<file path="config.mk">
export PLATFORM = sky130hd
export DESIGN_NAME = fwd_hazard_unit
export DESIGN_NICKNAME = d
export VERILOG_FILES = /design/src/rtl/fwd_hazard_unit.sv
export SDC_FILE = /design/constraint.sdc
export NUM_CORES = 1
export LEC_CHECK = 0
export CORE_MARGIN = 2
export CORE_UTILIZATION = 31
export DETAILED_ROUTE_END_ITERATION = 6
export MAX_ROUTING_LAYER = met4
export PLACE_DENSITY_LB_ADDON = 0.05
export SYNTH_ARGS = -nofsm -noshare
export SYNTH_HDL_FRONTEND = slang
export SYNTH_SLANG_ARGS = --single-unit
</file>
<file path="constraint.sdc">
create_clock -name clk -period 2.52 [get_ports clk]
set_clock_uncertainty 0.05 [all_clocks]
set_input_delay 0.504 -clock clk [delete_from_list [all_inputs] [get_ports clk]]
set_output_delay 0.504 -clock clk [all_outputs]
set_load 0.01 [all_outputs]
</file>
<file path="src/rtl/fwd_hazard_unit.sv">
// Decode/execute forwarding and load-use hazard unit: 3-level operand forwarding,
// LOAD_LAT-cycle stall/bubble sequencing and a saturating stall-cycle counter.
module fwd_hazard_unit #(
  parameter int DATA_W      = 16,
  parameter int ADDR_W      = 3,
  parameter int LOAD_LAT    = 1,
  parameter int ZERO_REG_EN = 0,
  parameter int CNT_W       = 16
) (
  input  logic              clk,
  input  logic              rst,
  input  logic              flush,
  input  logic              id_valid,
  input  logic [ADDR_W-1:0] rs1_addr,
  input  logic [ADDR_W-1:0] rs2_addr,
  input  logic              rs1_used,
  input  logic              rs2_used,
  input  logic [DATA_W-1:0] rd1_data,
  input  logic [DATA_W-1:0] rd2_data,
  input  logic              ex_wb,
  input  logic              ex_is_load,
  input  logic [ADDR_W-1:0] ex_rd,
  input  logic [DATA_W-1:0] ex_data,
  input  logic              mem_wb,
  input  logic [ADDR_W-1:0] mem_rd,
  input  logic [DATA_W-1:0] mem_data,
  input  logic              wb_wb,
  input  logic [ADDR_W-1:0] wb_rd,
  input  logic [DATA_W-1:0] wb_data,
  output logic [DATA_W-1:0] op1,
  output logic [DATA_W-1:0] op2,
  output logic [1:0]        fwd_sel1,
  output logic [1:0]        fwd_sel2,
  output logic              stall,
  output logic              bubble,
  output logic [CNT_W-1:0]  stall_cnt
);

  localparam int CW = (LOAD_LAT > 1) ? $clog2(LOAD_LAT + 1) : 1;

  typedef enum logic {RUN, HOLD} state_t;

  state_t          state, state_nxt;
  logic [CW-1:0]   cnt, cnt_nxt;
  logic            hz;
  logic            stall_c;
  logic [1:0]      sel1_raw, sel2_raw;

  // Youngest producer wins; a load in EX is never forwarded because the stall covers it.
  function automatic logic [1:0] pick(input logic [ADDR_W-1:0] rs,
                                      input logic e_wb, input logic e_ld,
                                      input logic [ADDR_W-1:0] e_rd,
                                      input logic m_wb, input logic [ADDR_W-1:0] m_rd,
                                      input logic w_wb, input logic [ADDR_W-1:0] w_rd);
    logic [1:0] s;
    s = 2'b00;
    if (!((ZERO_REG_EN != 0) && (rs == '0))) begin
      if (e_wb && !e_ld && (e_rd == rs))  s = 2'b01;
      else if (m_wb && (m_rd == rs))      s = 2'b10;
      else if (w_wb && (w_rd == rs))      s = 2'b11;
    end
    return s;
  endfunction

  always_comb begin
    sel1_raw = pick(rs1_addr, ex_wb, ex_is_load, ex_rd, mem_wb, mem_rd, wb_wb, wb_rd);
    sel2_raw = pick(rs2_addr, ex_wb, ex_is_load, ex_rd, mem_wb, mem_rd, wb_wb, wb_rd);
    fwd_sel1 = rst ? 2'b00 : sel1_raw;
    fwd_sel2 = rst ? 2'b00 : sel2_raw;
    case (fwd_sel1)
      2'b01:   op1 = ex_data;
      2'b10:   op1 = mem_data;
      2'b11:   op1 = wb_data;
      default: op1 = rd1_data;
    endcase
    case (fwd_sel2)
      2'b01:   op2 = ex_data;
      2'b10:   op2 = mem_data;
      2'b11:   op2 = wb_data;
      default: op2 = rd2_data;
    endcase
  end

  always_comb begin
    hz = id_valid && ex_wb && ex_is_load
         && !((ZERO_REG_EN != 0) && (ex_rd == '0))
         && ((rs1_used && (ex_rd == rs1_addr)) || (rs2_used && (ex_rd == rs2_addr)));
  end

  always_comb begin
    state_nxt = state;
    cnt_nxt   = cnt;
    stall_c   = 1'b0;
    if (flush) begin
      state_nxt = RUN;
      cnt_nxt   = '0;
    end else begin
      case (state)
        RUN: begin
          stall_c = hz;
          if (hz && (LOAD_LAT > 1)) begin
            state_nxt = HOLD;
            cnt_nxt   = CW'(LOAD_LAT - 1);
          end
        end
        HOLD: begin
          stall_c = 1'b1;
          cnt_nxt = cnt - CW'(1);
          if (cnt == CW'(1)) state_nxt = RUN;
        end
        default: state_nxt = RUN;
      endcase
    end
    stall  = stall_c && !rst;
    bubble = stall;
  end

  always_ff @(posedge clk) begin
    if (rst) begin
      state     <= RUN;
      cnt       <= '0;
      stall_cnt <= '0;
    end else begin
      state <= state_nxt;
      cnt   <= cnt_nxt;
      if (stall && (stall_cnt != '1)) stall_cnt <= stall_cnt + CNT_W'(1);
    end
  end

endmodule

</file>
==> metrics <==
status=complete, but fails checks; failing checks=setup timing; syn nets=368; P_sw=0.351 mW; power per standard cell area=251 nW/um^2; post-synthesis sequential area ratio=17.1%; Synth Warn #=0; GRT busiest layer=met2; FMAX=about 0.36 GHz; max_cap viols=0; Avg Cell Area, Syn=8.05 um^2; Primary FF master, synth=dfxtp_1; overall die width=86.5 um; first-pass GRT wire length=14100 um; Crit Path Class=primary input to output port; Max transition margin=68.6%; final setup fails=30; Max stage delay on crit path=0.33 ns; cell area after layout=around 4700 um^2; root buf cell=clkbuf_8; fin. max-slew vios=0; worst-path maximum fanout=16; number of flops mapped to enable cells by yosys=0; RD Place Congestion=0.781; sequential power share=around a quarter; clk sinks=18; CTS tree=yes; Synth Instances=262; num rows=30; share of layout cells above drive strength 1=41.5%; synthesized area=between 2000 and 2500 um^2; core area=6680 um^2; die footprint=7480 um^2; initial antenna violation count=0; nets=574; final hold violation count=0; min Tclk post-route=between 2 and 3 ns; setup ws final=-0.241 ns; count of cell types in the netlist=44; GRT met3 Usage=3.43%; Tot Pwr=1.19 mW; Placed Cells=520; Initial DRC Count=84; placed cell areas=4120 um^2; all-layer global routing usage=roughly a quarter; met2 GRT Util=41.3%; Critical Path RT=1.97 ns; synthesized flop and latch total=18; post-synth top area share=17.1%; Area Growth Syn to Fin=125%; # port buffers=~160; DRC violations left=0; Placement Setup Slack=-1.04 ns; number of I/O pins=159; combinational group share of total power=56.0%; n_diodes=0; gr ovfl total=0; vias in the first global route=2935; Skew-Pair Late Insertion Delay=roughly 0.26 ns; area leader, netlist=dfxtp_1; Int Pwr=0.838 mW; clock buffer depth=2; CP max-delay cell=a221o_1; post-DR wirelength/cell=approximately 17 um; clock group share of total power=20.1%; Detailed Routing Iterations Pass 1=4; Worst Path Arrival=~2.2 ns; die height=86.5 um; sw frac=29.5%; Crit path top cell by count=buf_6; Async S/R FF share, synth=0%; Worst Hold Class=flop to flop; Final Cycle Share=110%; HPWL after DPL=6600 um; H-tree level count=1; largest net degree at the start of global routing=21; post-route ant nets=0; M1 GR Usage=29.6%; type of origin of the critical path=primary input; clk slew on worst S/H paths=0.07 ns; CP endpoint kind=output port; CTS buffer count=3; DR vias=between 2000 and 3000; internal reg-to-reg setup slack=between 0.5 and 0.6 ns; synth top area cells=dfxtp_1 (17%), a221o_1 (15%), mux2_2 (9.1%); RSZ-0062 raised after global routing=yes; commonest cells in the synthesized netlist=nor2_1 (36), a221o_1 (31), dfxtp_1 (18), xnor2_1 (18), mux2_2 (17); Leakage=1.91 nW; setup tns final=-4.32 ns; cell with the most instances after synthesis=nor2_1; Least-Margin Pin Slew=0.467 ns; Finished Layout Cells=547; Initial Util=31.6%; Routed Wire Length=around 9000 um; Max VDD drop=131 uV; Avg Vias per Cell=roughly 5.4; cell breakdown of the critical path=buf_8 > xnor2_2 > and4_4 > nor3_4 > buf_6 > nor2b_4 > buf_12 > a221o_1 > mux2_4 > buf_6
==> registers in the layout, summed over array words and instances, names as in the netlist <==
name       flops
stall_cnt     16
state          1
cnt            1
==> power groups by stage <==
| stage | Combinational, mW | Sequential (mW) | Clock (mW) |
|---|---|---|---|
| floorplan | 0.209 | 0.291 | 0 |
| global placement | 0.561 | 0.291 | 0 |
| detailed placement | 0.563 | 0.291 | 0 |
| CTS | 0.626 | 0.284 | 0.241 |
| global route | 0.703 | 0.284 | 0.257 |
| finish | 0.665 | 0.284 | 0.239 |
==> per-stage QoR <==
stage	hold WS, ns	util, %
2_1_floorplan	0.367	-
3_3_place_gp	0.389	61.6
3_5_place_dp	0.397	61.6
4_1_cts	0.407	68.4
5_1_grt	0.429	71.0
6_report	0.403	71.0
==> cell type report <==
class | count | area (um^2)
repair buffers | 216 | 2120
multi-input cells | 222 | 2070
fillers | 525 | 1940
flip-flops and latches | 18 | 360
well taps | 80 | 100
clock buffers | 4 | 55.1
inverters | 7 | 26.3
==> logic make-up after synthesis <==
kind of cell	count (synthesis)	synth area share [%]
buffers and inverters	24	5.70
and+or+nand+nor	106	26.8
adders and majority gates	1	0.593
DFF	18	17.1
xor gates and xnor gates	28	11.6
muxes	18	9.55
AOI/OAI and AO/OA	67	28.6
==> final timing paths <==
check	from	to	cells after the start
worst min register to register	cnt$_SDFFE_PP0P_	state$_SDFF_PP0_	1
worst max-delay path	mem_rd[2]	op2[11]	10
worst min-delay path	cnt$_SDFFE_PP0P_	state$_SDFF_PP0_	1
worst max register to register	stall_cnt[0]$_SDFFE_PP0P_	stall_cnt[8]$_SDFFE_PP0P_	8
==> worst max-delay path: cells and delay by family <==
| kind | cells | cell delay [ns] |
|---|---|---|
| buf+inv | 4 | 0.49 |
| xor+xnor | 1 | 0.16 |
| compound gates | 1 | 0.33 |
| mux | 1 | 0.28 |
| simple gates | 3 | 0.43 |
==> layout by cell type (no fill, tap or decap), types with 5 or more instances in the layout <==
master	n
dfxtp_1	18
mux2_4	8
buf_2	25
nor2_1	29
nor2_4	6
xnor2_1	5
xor2_1	7
inv_1	6
nand2_1	10
clkdlybuf4s50_1	100
and2_1	16
nand3_1	5
a221o_1	31
buf_6	37
buf_8	9
nand4_1	9
a22oi_2	15
xnor2_2	10
mux2_2	9
buf_4	29
buf_12	6
==> per-layer routing <==
layer	vias to the layer above	wire, um
li1	1425	-
met1	1386	3790
met2	119	4720
met3	19	508
met4	0	180
met5	-	0
==> timing repair <==
item                                    4_1_cts  5_1_grt
endpoints found under the setup margin       52       36
cloned                                        3        1
hold buffers                                  0        0
pin swaps                                    31       36
resized for setup                           310       54
setup buffers                                21        3
Power figures use the tool's default switching activity.
